===== src/rtl/sap_pkg.sv =====
`default_nettype none
// ============================================================================
//  Module      : sap_pkg
//  Description : Shared constants and helpers for the SAP T-state sequencer.
//  Revision    : 1.0 - initial release
// ============================================================================
package sap_pkg;

  // Default maximum number of T-states per instruction
  localparam int STATES_DEFAULT = 10;

  // Binary indices of the named T-states
  localparam int T1 = 0;
  localparam int T2 = 1;
  localparam int T3 = 2;
  localparam int T4 = 3;
  localparam int T5 = 4;
  localparam int T6 = 5;

  // Out-of-range lengths (zero or above the maximum) fall back to full length
  function automatic int unsigned clamp_len(input int unsigned len,
                                            input int unsigned states);
    return ((len == 0) || (len > states)) ? states : len;
  endfunction

endpackage : sap_pkg
`default_nettype wire


===== src/rtl/onehot_decode.sv =====
`default_nettype none
// ============================================================================
//  Module      : onehot_decode
//  Description : Binary index to one-hot decoder, bit0 corresponds to index 0.
//  Revision    : 1.0 - initial release
// ============================================================================
module onehot_decode #(
  parameter  int N  = 10,
  localparam int IW = $clog2(N)
) (
  input  logic [IW-1:0] i_idx,
  output logic [N-1:0]  o_onehot
);

  // One comparator per output bit; exactly one bit matches a legal index
  for (genvar g = 0; g < N; g++) begin : g_bit
    assign o_onehot[g] = (i_idx == IW'(g));
  end

endmodule : onehot_decode
`default_nettype wire


===== src/rtl/t_state_sequencer.sv =====
`default_nettype none
// ============================================================================
//  Module      : t_state_sequencer
//  Description : Parametrised T-state generator with enable, per-instruction
//                cycle length, early end-of-instruction and sticky halt.
//  Revision    : 1.0 - initial release
// ============================================================================
module t_state_sequencer
  import sap_pkg::*;
#(
  parameter  int STATES = STATES_DEFAULT,
  localparam int IW     = $clog2(STATES)
) (
  input  logic              CLK,
  input  logic              CLR,
  input  logic              EN,
  input  logic              HLT,
  input  logic              RUN,
  input  logic              LEN_LD,
  input  logic [IW:0]       LEN,
  input  logic              NXT,
  output logic [STATES-1:0] state,
  output logic [IW-1:0]     t_idx,
  output logic              last,
  output logic              cycle_done,
  output logic              halted
);

  localparam int LW = IW + 1;

  logic [IW-1:0] r_t_idx;
  logic [LW-1:0] r_len_q;
  logic          r_halted;
  logic          r_cycle_done;

  logic [LW-1:0] w_len_clamp;
  logic [LW-1:0] w_lim;
  logic [LW-1:0] w_idx_ext;
  logic          w_adv;
  logic          w_at_lim;
  logic          w_wrap;

  assign w_len_clamp = LW'(clamp_len(32'(LEN), STATES));
  assign w_lim       = LEN_LD ? w_len_clamp : r_len_q;
  assign w_idx_ext   = {1'b0, r_t_idx};

  // A freshly loaded length shorter than the elapsed count also wraps, so the
  // index can never run past the limit.
  assign w_at_lim = ((w_idx_ext + LW'(1)) >= w_lim);
  assign w_wrap   = NXT | w_at_lim;

  // A halt request blocks advancing on the very edge it is sampled
  assign w_adv = EN & ~r_halted & ~HLT;

  // Sticky halt: HLT has priority over RUN when both are asserted
  always_ff @(posedge CLK or posedge CLR) begin
    if (CLR) begin
      r_halted <= 1'b0;
    end else if (HLT) begin
      r_halted <= 1'b1;
    end else if (RUN) begin
      r_halted <= 1'b0;
    end
  end

  // Index, stored length and wrap pulse; a wrap restores full length for fetch
  always_ff @(posedge CLK or posedge CLR) begin
    if (CLR) begin
      r_t_idx      <= '0;
      r_len_q      <= LW'(STATES);
      r_cycle_done <= 1'b0;
    end else if (w_adv) begin
      if (w_wrap) begin
        r_t_idx      <= '0;
        r_len_q      <= LW'(STATES);
        r_cycle_done <= 1'b1;
      end else begin
        r_t_idx      <= r_t_idx + IW'(1);
        r_cycle_done <= 1'b0;
        if (LEN_LD) begin
          r_len_q <= w_len_clamp;
        end
      end
    end else begin
      r_cycle_done <= 1'b0;
    end
  end

  onehot_decode #(
    .N (STATES)
  ) u_onehot_decode (
    .i_idx    (r_t_idx),
    .o_onehot (state)
  );

  assign t_idx      = r_t_idx;
  assign cycle_done = r_cycle_done;
  assign halted     = r_halted;
  assign last       = ~r_halted & ((w_idx_ext == (w_lim - LW'(1))) | NXT);

endmodule : t_state_sequencer
`default_nettype wire


===== config.mk =====
export PLATFORM = sky130hd
export DESIGN_NAME = t_state_sequencer
export DESIGN_NICKNAME = d
export VERILOG_FILES = /design/src/rtl/sap_pkg.sv /design/src/rtl/onehot_decode.sv /design/src/rtl/t_state_sequencer.sv
export SDC_FILE = /design/constraint.sdc
export NUM_CORES = 1
export LEC_CHECK = 0
export ABC_AREA = 1
export CORE_AREA = 4 4 65 49
export DETAILED_ROUTE_END_ITERATION = 6
export DIE_AREA = 0 0 69 53
export PLACE_DENSITY = 0.75
export SYNTH_ARGS = -nofsm -noshare
export SYNTH_HDL_FRONTEND = slang
export SYNTH_SLANG_ARGS = --single-unit

===== constraint.sdc =====
create_clock -name CLK -period 2.75 [get_ports CLK]
set_input_delay 0.55 -clock CLK [delete_from_list [all_inputs] [get_ports CLK]]
set_output_delay 0.55 -clock CLK [all_outputs]
set_load 0.1 [all_outputs]

==> results of run 1 <==
[through the flow]
stage | power, mW | area [um^2] | TNS, ns | util, %
finish | 1.23 | 1580 | 0 | 59.8
global route | 1.31 | 1580 | -0.0208 | 59.8
CTS | 1.23 | 1540 | 0 | 58.2
detailed placement | 1.06 | 1450 | -0.497 | 55.0
global placement | 1.04 | 1450 | -0.159 | 55.0
floorplan | 0.874 | 1070 | 0 | -
[final cells by class]
type                       instances  share of cell area [%]
clock buffer                       3                    2.61
timing repair buffer              47                    24.4
inverter                          27                    6.66
clock inverter                     1                   0.317
tap                               36                    2.85
multi-input combinational        108                    45.4
sequential                        11                    17.7
[synth_stat cells, types with 2 or more instances]
| cell | number | area share, % |
|---|---|---|
| nor3_1 | 2 | 0.99 |
| nand2_1 | 37 | 14 |
| xor2_1 | 2 | 1.7 |
| clkbuf_1 | 2 | 0.75 |
| nor2_1 | 14 | 5.2 |
| o21ai_0 | 9 | 4.5 |
| dfrtp_1 | 9 | 22 |
| nand4_1 | 6 | 3.7 |
| a21oi_1 | 2 | 0.99 |
| nand3_1 | 13 | 6.5 |
| or2_2 | 2 | 1.2 |
| ha_1 | 9 | 11 |
| nand2_2 | 2 | 1.2 |
| nand2_4 | 3 | 3.4 |
| inv_1 | 23 | 8.6 |
| dfstp_2 | 2 | 5.2 |
| inv_2 | 2 | 0.75 |
[worst max-delay path by stage]
stage                   from  endpoint  slack [ns]  cells after the start
floorplan           t_idx[0]  state[3]        0.01                      3
global placement      LEN[0]      last       -0.15                     12
detailed placement    LEN[2]      last       -0.24                     12
CTS                   LEN[2]      last        0.02                     15
global route          LEN[1]      last       -0.02                     15
finish                LEN[3]      last         0.1                     13
[routing by layer]
metal / routed length (um) / vias to the layer above
met4: 25 / 0
met2: 1330 / 31
met3: 140 / 4
met1: 1270 / 525
li1: - / 568
met5: 0 / -
[worst max-delay path, delay by kind of cell]
kind	cells	cell delay, ns
AOI/OAI and AO/OA	1	0.15
buffers and inverters	2	0.45
and+or+nand+nor	10	0.95
[power groups by stage]
stage / clock (mW) / combinational [mW] / sequential, mW
global route: 0.175 / 0.886 / 0.246
CTS: 0.166 / 0.823 / 0.239
floorplan: 0 / 0.518 / 0.357
detailed placement: 0 / 0.814 / 0.242
finish: 0.160 / 0.835 / 0.239
global placement: 0 / 0.803 / 0.241
[registers in the layout (all words and copies together) (netlist names)]
name	cells
cycle_done	1
halted	1
r_len_q	5
t_idx	4
[cells by family after synthesis]
logic type                 Yosys count  share of synthesized area (%)
AOI/OAI and AO/OA                   14                           7.70
xor gates and xnor gates             2                           1.74
adders and majority gates            9                           11.2
buffers and inverters               29                           10.9
DFF                                 11                           27.6
and+or+nand+nor                     83                           40.9
[what timing repair did]
| item | in CTS | in global routing |
|---|---|---|
| resized for setup | 12 | 13 |
| setup buffers | 4 | 2 |
| pin swaps | 6 | 5 |
| endpoints found under the setup margin | 1 | 1 |
==> metrics.cfg, run 1 <==
[worst_setup_path]
crit_slowest_cell = dlygate4sd2_1
critPathMaxFanout = 8
cpMostUsedCell = nand2_2
r2r_cells = 15
rrSetupSlack_ns = 0.55
start_kind = input port
reg2reg_to = r_len_q[0]
r2r-start = r_len_q[0]
critPathKind = in -> out
path_cells = dlygate4sd2_1 > nor2_1 > nand2_2 > nand4_4 > nand2_4 > nand2_2 > nand2_1 > nand3_1 > nand3_1 > nor2_2 > nand2_2 > a21oi_4 > buf_12
worstSetupEndpointType = output port
cp.required_ns = 2.20
crit_path_max_incr_delay_ns = 0.26
crit_arrival_ns = 2.10

[logic_synthesis]
synth_ff_type = dfrtp_1
synthDistinctLibCells = 26
ys_ff_latch = 11
avgSynthCellArea_um2 = 6.81
synth_edf_count = 0
ys_seq_area_share_pct = 27.6
syn-num-nets = 169
yosysWarnings = 0
netlist_area_um2 = 1010
ys_async_sr_fraction_pct = 100
synthCells = 148

[layout]
nets = 219
multiInputGateArea_um2 = 717
syn_to_final_growth_pct = 56.8
fillCellCount = 243
stdcell_count = 233
layout_common_cells = buf_4 (35), nand2_1 (30), inv_1 (22)
drive_gt1_share_pct = 41.6
layout_commonest_cell = buf_4
n_antenna_cell = 0
seq_area_um2 = 280

[clock_tree]
clock_latency_ns = 0.24
clk_pin_slew_ns = 0.05
holdBufCountCts = 0
cts_tree = yes
cts_inserted_buffers = 3
clk_path_buf_depth = 2
htree_levels = 1
cts_sinks = 11
cts_root_buf = clkbuf_8

[global_routing]
grt_pass1_wl_um = 4770
grt_pass1_vias = 1115
grtUsageMet1_pct = 20.3
met3_usage_pct = 0.949
grt_max_degree = 16
grt_use_met2_pct = 29.1
grt-ovfl-total = 0
grt_busiest_layer = met2
antenna_found_initial = 0
grt_usage_pct = 16.1

[route]
vias_per_cell = 4.84
routed_wl_um = 2770
wl_per_cell_um = 11.9
drt_iter0_markers = 49
dr.pass1.iters = 4
ant_nets = 0
drc = 0
dr_total_vias = 1128

[status]
status = complete, no violations

[place]
dp_hpwl_um = 2180
portBuffers = 28
place_ws_ns = -0.238
dpl.cell_count = 223
routabilityCongestion = 0.835

[floorplan]
core_um2 = 2640
initial_utilization_pct = 38.1
die_x_um = 69
num_rows = 16
fp.dieH_um = 53
io_pins = 29
dieArea_um2 = 3660

[pwr]
clkPwrFrac_pct = 13.0
switching_share_pct = 59.5
seqPwrFrac_pct = 19.4
p_int_uw = 500
pwr_density_cell_nw_per_um2 = 781
switchingPower_uw = 734
comb_power_share_pct = 67.7
p_leak_nw = 0.810
ir_drop_mv = 0.489

[min_path]
hold_depth = 2
hold_path_end = r_len_q[2]
min-delay-start = r_len_q[2]
holdCritPathClass = reg -> reg

[sta]
finalClockSkew_ns = 0.00136
min_period_ns = 2.65
hold_violations = 0
maxSlewViolCount = 0
worstMarginPinSlew_ns = 0.446
holdWs_ns = 0.514
fmax_ghz = 0.377
setup_viol = 0
final.setup.worst_slack_ns = 0.0990
timing.final.crit_share_pct = 96.4
slew_headroom_pct = 70.3

[run]
cap_viol_max_count = 0

Note: power is estimated with default switching activity, not from simulation.
==> run 2: changes to the inputs <==
--- a/config.mk
+++ b/config.mk
@@ -5,11 +5,11 @@
 export SDC_FILE = /design/constraint.sdc
 export NUM_CORES = 1
 export LEC_CHECK = 0
-export ABC_AREA = 1
-export CORE_AREA = 4 4 65 49
+export CORE_AREA = 4 4 63 48
 export DETAILED_ROUTE_END_ITERATION = 6
-export DIE_AREA = 0 0 69 53
-export PLACE_DENSITY = 0.75
+export DIE_AREA = 0 0 67 52
+export PLACE_DENSITY = 0.76
 export SYNTH_ARGS = -nofsm -noshare
 export SYNTH_HDL_FRONTEND = slang
 export SYNTH_SLANG_ARGS = --single-unit
+export TNS_END_PERCENT = 20
==> metrics.cfg, run 2 <==
[layout]
n_antenna_cell = 0  ; unchanged
nets = 174  ; was 219
drive_gt1_share_pct = 44.7  ; was 41.6%
multiInputGateArea_um2 = 758  ; was 717 um^2
largest_reg_flops = 5  ; unchanged
layout_common_cells = buf_4 (30), and2_1 (10), nand2_1 (8), inv_1 (8), ha_1 (8)  ; was buf_4 (35), nand2_1 (30), inv_1 (22)
layout_commonest_cell = buf_4  ; unchanged
fillCellCount = 194  ; was 243
top_register = r_len_q  ; unchanged
syn_to_final_growth_pct = 62.5  ; was 56.8%
seq_area_um2 = 282  ; was 280 um^2

[logic_synthesis]
synthDistinctLibCells = 38  ; was 26
ys_seq_area_share_pct = 29.5  ; was 27.6%
ys_top_cells_by_area = dfrtp_1 (24%), ha_1 (12%), and2_1 (6.6%), dfstp_2 (5.6%), xnor2_1 (3.7%)  ; was dfrtp_1 (22%), nand2_1 (14%), ha_1 (11%), inv_1 (8.6%), nand3_1 (6.5%)
synthCells = 106  ; was 148
syn-num-nets = 127  ; was 169
netlist_area_um2 = 941  ; was 1010 um^2
synth_edf_count = 0  ; unchanged
synth_ff_type = dfrtp_1  ; unchanged
ys_ff_latch = 11  ; unchanged
synth_top_area_share_pct = 23.9  ; was 22.4%
ys_top_cells_by_count = and2_1 (10), dfrtp_1 (9), ha_1 (9), inv_1 (9), nand2_1 (9)  ; was nand2_1 (37), inv_1 (23), nor2_1 (14)
synth.most_common_cell = and2_1  ; was nand2_1
ys_async_sr_fraction_pct = 100  ; unchanged
avgSynthCellArea_um2 = 8.88  ; was 6.81 um^2
yosys.area.top_type = dfrtp_1  ; unchanged
yosysWarnings = 0  ; unchanged

[sta]
rsz0062_at_grt = yes
min_period_ns = 2.91  ; was 2.65 ns
hold_violations = 0  ; unchanged
fmax_ghz = 0.344  ; was 0.377 GHz
finalClockSkew_ns = 0.000504  ; was 0.00136 ns
timing.final.crit_share_pct = 106  ; was 96.4%
fin_setup_tns_ns = -0.157  ; was 0 ns
final.setup.worst_slack_ns = -0.157  ; was 0.0990 ns
slew_headroom_pct = 73.5  ; was 70.3%
setup_viol = 1  ; was 0
maxSlewViolCount = 0  ; unchanged
worstMarginPinSlew_ns = 0.397  ; was 0.446 ns

[clock_tree]
cts_inserted_buffers = 3  ; unchanged
clk_pin_slew_ns = 0.06  ; was 0.05 ns
cts_sinks = 11  ; unchanged
clk_path_buf_depth = 2  ; unchanged
cts_tree = yes  ; unchanged
clock_latency_ns = 0.26  ; was 0.24 ns
htree_levels = 1  ; unchanged
cts_root_buf = clkbuf_4  ; was clkbuf_8

[status]
violations = setup timing
status = finished with violations  ; was complete, no violations

[place]
portBuffers = 28  ; unchanged
dp_hpwl_um = 1970  ; was 2180 um
routabilityCongestion = 0.804  ; was 0.835
place_ws_ns = -0.581  ; was -0.238 ns

[worst_setup_path]
cp.required_ns = 2.20  ; about the same
critPathMaxFanout = 4  ; was 8
worstSetupEndpointType = output port  ; unchanged
critPathKind = in -> out  ; unchanged
crit_arrival_ns = 2.36  ; was 2.10 ns
start_kind = input port  ; unchanged

[global_routing]
grt-ovfl-total = 0  ; unchanged
grt_usage_pct = 17.5  ; was 16.1%
antenna_found_initial = 0  ; unchanged
grt_pass1_vias = 922  ; was 1115
grt_pass1_wl_um = 4570  ; was 4770 um
grt_max_degree = 13  ; was 16

[route]
dr_total_vias = 956  ; was 1128
ant_nets = 0  ; unchanged
top_signal_layer_used = met4  ; unchanged
wl_per_cell_um = 14.9  ; was 11.9 um
drc = 0  ; unchanged
dr_wl_met2_um = 1320  ; was 1330 um
wl_met1_um = 1260  ; was 1270 um
vias_per_cell = 5.14  ; was 4.84
dr.pass1.iters = 4  ; unchanged
drt_iter0_markers = 74  ; was 49
routed_wl_um = 2780  ; was 2770 um
wl_met3_um = 163  ; was 140 um

[floorplan]
core_um2 = 2380  ; was 2640 um^2
fp.dieH_um = 52  ; was 53 um
dieArea_um2 = 3480  ; was 3660 um^2
num_rows = 15  ; was 16
io_pins = 29  ; unchanged
die_x_um = 67  ; was 69 um
initial_utilization_pct = 39.5  ; was 38.1%

[min_path]
holdCritPathClass = reg -> reg  ; unchanged

[pwr]
p_leak_nw = 0.712  ; was 0.810 nW
ir_drop_mv = 0.363  ; was 0.489 mV
pwr_density_cell_nw_per_um2 = 757  ; was 781 nW/um^2

[run]
cap_viol_max_count = 0  ; unchanged

==> run 2: cell count changes after synthesis, sizes merged, moves of 7 or more <==
cell | previous run | this run
nand2 | 42 | 9
inv | 25 | 9
nand4 | 7 | 0
nand3 | 14 | 3
nor2 | 15 | 5
and2 | 0 | 10
==> run 2: cells by family after synthesis <==
family	after synthesis	synth area share, %
buf+inv	13	6.12
xor+xnor	5	4.65
flops	11	29.5
compound gates	24	20.3
fa+ha+maj	10	13.2
simple gates	43	26.2
==> run 2: cell type report <==
type,instances,area share [%]
multi-input combinational,82,49.6
sequential,11,18.4
tap,34,2.78
inverter,9,2.21
clock buffer,4,1.72
timing repair buffer,46,25.3
==> run 2: power by group <==
part           internal, mW  switching [mW]
Clock                0.0561          0.0490
Combinational         0.253           0.545
Sequential            0.198          0.0557
==> run 2: metal layers <==
layer  vias to the layer above  track usage [%]
met5                         -                0
met4                         0             6.06
met2                        28             27.2
li1                        482                -
met3                         4             3.02
met1                       442             24.3
==> run 2: metrics by stage <==
step | hold WS (ns) | area, um^2 | total power, mW | utilization, % | std cells
finish | 0.507 | 1530 | 1.16 | 64.1 | 186
global route | 0.530 | 1530 | 1.22 | 64.1 | 186
CTS | 0.509 | 1520 | 1.15 | 63.9 | 186
detailed placement | 0.494 | 1330 | 0.972 | 55.9 | 177
global placement | 0.492 | 1330 | 0.960 | 55.9 | 177
floorplan | 0.401 | 971 | 0.794 | - | 106
==> run 2: path summary, 6_finish.rpt <==
check,start,endpoint,slack [ns],cells past startpoint
worst max-delay path,LEN[3],last,-0.16,9
worst min-delay path,r_len_q[2],r_len_q[2],0.51,2
worst max register to register,r_len_q[0],t_idx[0],0.31,10
worst min register to register,r_len_q[2],r_len_q[2],0.51,2
max in group asynchronous,CLR,r_len_q[3],1.87,2
min in group asynchronous,CLR,r_len_q[0],0.57,2
==> run 2: what timing repair did <==
action	CTS	global route
resized for setup	45	5
setup buffers	5	0
hold buffers	0	0
setup endpoints to repair	8	5
pin swaps	14	3
==> run 2: worst max-delay path, cell delays in order <==
cell	delay [ns]
buf_6	0.10
buf_6	0.11
or3_4	0.37
a31o_4	0.27
buf_6	0.13
nor4_4	0.32
nor4_4	0.09
a211oi_4	0.21
buf_12	0.21
==> run 3: changes to the inputs <==
--- a/config.mk
+++ b/config.mk
@@ -5,9 +5,9 @@
 export SDC_FILE = /design/constraint.sdc
 export NUM_CORES = 1
 export LEC_CHECK = 0
-export CORE_AREA = 4 4 63 48
+export CORE_AREA = 3 3 62 47
 export DETAILED_ROUTE_END_ITERATION = 6
-export DIE_AREA = 0 0 67 52
+export DIE_AREA = 0 0 65 50
 export PLACE_DENSITY = 0.76
 export SYNTH_ARGS = -nofsm -noshare
 export SYNTH_HDL_FRONTEND = slang
==> metrics.cfg, run 3 (same netlist as run 2, synthesis figures left out) <==
[status]
status = finished with violations  ; unchanged
violations = setup timing  ; unchanged

[route]
drc = 0  ; unchanged
drt_iter0_markers = 39  ; was 74
routed_wl_um = 3000  ; was 2780 um
wl_per_cell_um = 16.2  ; was 14.9 um
vias_per_cell = 5.24  ; was 5.14
dr_total_vias = 975  ; was 956
ant_nets = 0  ; unchanged
dr.pass1.iters = 4  ; unchanged

[floorplan]
die_x_um = 65  ; was 67 um
fp.dieH_um = 50  ; was 52 um
initial_utilization_pct = 39.5  ; unchanged
core_um2 = 2380  ; unchanged
dieArea_um2 = 3250  ; was 3480 um^2
num_rows = 15  ; unchanged
io_pins = 29  ; unchanged

[pwr]
p_leak_nw = 0.728  ; was 0.712 nW
ir_drop_mv = 0.408  ; was 0.363 mV
pwr_density_cell_nw_per_um2 = 763  ; was 757 nW/um^2

[layout]
layout_common_cells = buf_4 (28), and2_1 (10), inv_1 (9)  ; was buf_4 (30), and2_1 (10), nand2_1 (8), inv_1 (8), ha_1 (8)
drive_gt1_share_pct = 47.4  ; was 44.7%
top_register = r_len_q  ; unchanged
nets = 174  ; unchanged
largest_reg_flops = 5  ; unchanged
n_antenna_cell = 0  ; unchanged
layout_commonest_cell = buf_4  ; unchanged
stdcell_count = 186  ; unchanged
syn_to_final_growth_pct = 67.2  ; was 62.5%

[sta]
timing.final.crit_share_pct = 108  ; was 106%
setup_viol = 1  ; unchanged
holdWs_ns = 0.499  ; was 0.507 ns
worstMarginPinSlew_ns = 0.441  ; was 0.397 ns
fmax_ghz = 0.337  ; was 0.344 GHz
fin_setup_tns_ns = -0.220  ; was -0.157 ns
min_period_ns = 2.97  ; was 2.91 ns
slew_headroom_pct = 70.6  ; was 73.5%
rsz0062_at_grt = yes  ; unchanged
finalClockSkew_ns = 0.00511  ; was 0.000504 ns
final.setup.worst_slack_ns = -0.220  ; was -0.157 ns
maxSlewViolCount = 0  ; unchanged
hold_violations = 0  ; unchanged

[clock_tree]
htree_levels = 1  ; unchanged
clock_latency_ns = 0.26  ; about the same
cts_inserted_buffers = 3  ; unchanged
clk_pin_slew_ns = 0.06  ; about the same
cts_tree = yes  ; unchanged
cts_sinks = 11  ; unchanged
clk_path_buf_depth = 2  ; unchanged
cts_root_buf = clkbuf_4  ; unchanged

[place]
portBuffers = 28  ; unchanged
place_ws_ns = -0.597  ; was -0.581 ns
dp_hpwl_um = 2110  ; was 1970 um
routabilityCongestion = 0.769  ; was 0.804
dpl.cell_count = 177  ; unchanged

[worst_setup_path]
crit_path_start = LEN[2]  ; was LEN[3]
cp.required_ns = 2.20  ; about the same
critPathKind = in -> out  ; unchanged
worstSetupEndpointType = output port  ; unchanged
crit_arrival_ns = 2.42  ; was 2.36 ns
start_kind = input port  ; unchanged
r2r-start = r_len_q[0]  ; unchanged
critPathMaxFanout = 3  ; was 4

[global_routing]
grt_pass1_vias = 978  ; was 922
antenna_found_initial = 0  ; unchanged
grt_pass1_wl_um = 4750  ; was 4570 um
grt_usage_pct = 19.2  ; was 17.5%
grt-ovfl-total = 0  ; unchanged
grt_max_degree = 13  ; unchanged

[min_path]
min-delay-start = r_len_q[2]  ; unchanged
holdCritPathClass = reg -> reg  ; unchanged

[run]
cap_viol_max_count = 0  ; unchanged

## run 3: what timing repair did
| action | in CTS | in global routing |
|---|---|---|
| hold endpoints to repair | 0 | 0 |
| endpoints found under the setup margin | 10 | 8 |
| pin swaps | 10 | 8 |
| setup buffers | 4 | 1 |
| hold buffers | 0 | 0 |
| resized for setup | 37 | 18 |
## run 3: final cells by class
type / instances / area [um^2]
Fill cell: 199 / 811
Multi-Input combinational cell: 82 / 790
Timing Repair Buffer: 46 / 399
Sequential cell: 11 / 282
Tap cell: 34 / 42.5
Inverter: 9 / 33.8
Clock buffer: 4 / 26.3
## run 3: worst paths after layout
| kind | end | slack (ns) | cells past startpoint |
|---|---|---|---|
| worst max-delay path | last | -0.22 | 10 |
| worst min-delay path | r_len_q[2] | 0.50 | 2 |
| worst max register to register | t_idx[0] | 0.26 | 10 |
| worst min register to register | r_len_q[2] | 0.50 | 2 |
| max in group asynchronous | r_len_q[3] | 1.83 | 2 |
| min in group asynchronous | r_len_q[0] | 0.59 | 2 |
## run 3: metal layers
metal	track usage (%)	share of wire, %	vias to the layer above
met5	0	0	-
met4	5.26	1.2	0
met3	1.59	3.4	5
met2	34.8	53	28
met1	24.2	43	472
li1	-	-	470
## run 3: worst max-delay path, stage by stage
cell and delay [ns]:
buf_6 0.10, buf_6 0.10, or3_4 0.37, a31o_4 0.25
buf_12 0.13, xnor2_4 0.12, nor4b_4 0.27, nor4_4 0.09
a211oi_4 0.22, buf_12 0.21
## run 3: report_power, final
group | leakage, nW | switching [mW] | internal, mW | total (mW)
clock network | 0.0150 | 0.0494 | 0.0559 | 0.105
registers | 0.136 | 0.0622 | 0.199 | 0.261
logic | 0.577 | 0.554 | 0.280 | 0.834
## run 3: stage by stage
step	cell area [um^2]	util, %	power [mW]
global placement	1330	55.9	0.961
global route	1570	66.0	1.26
finish	1570	66.0	1.20
detailed placement	1330	55.9	0.982
CTS	1500	63.1	1.17
floorplan	971	-	0.794
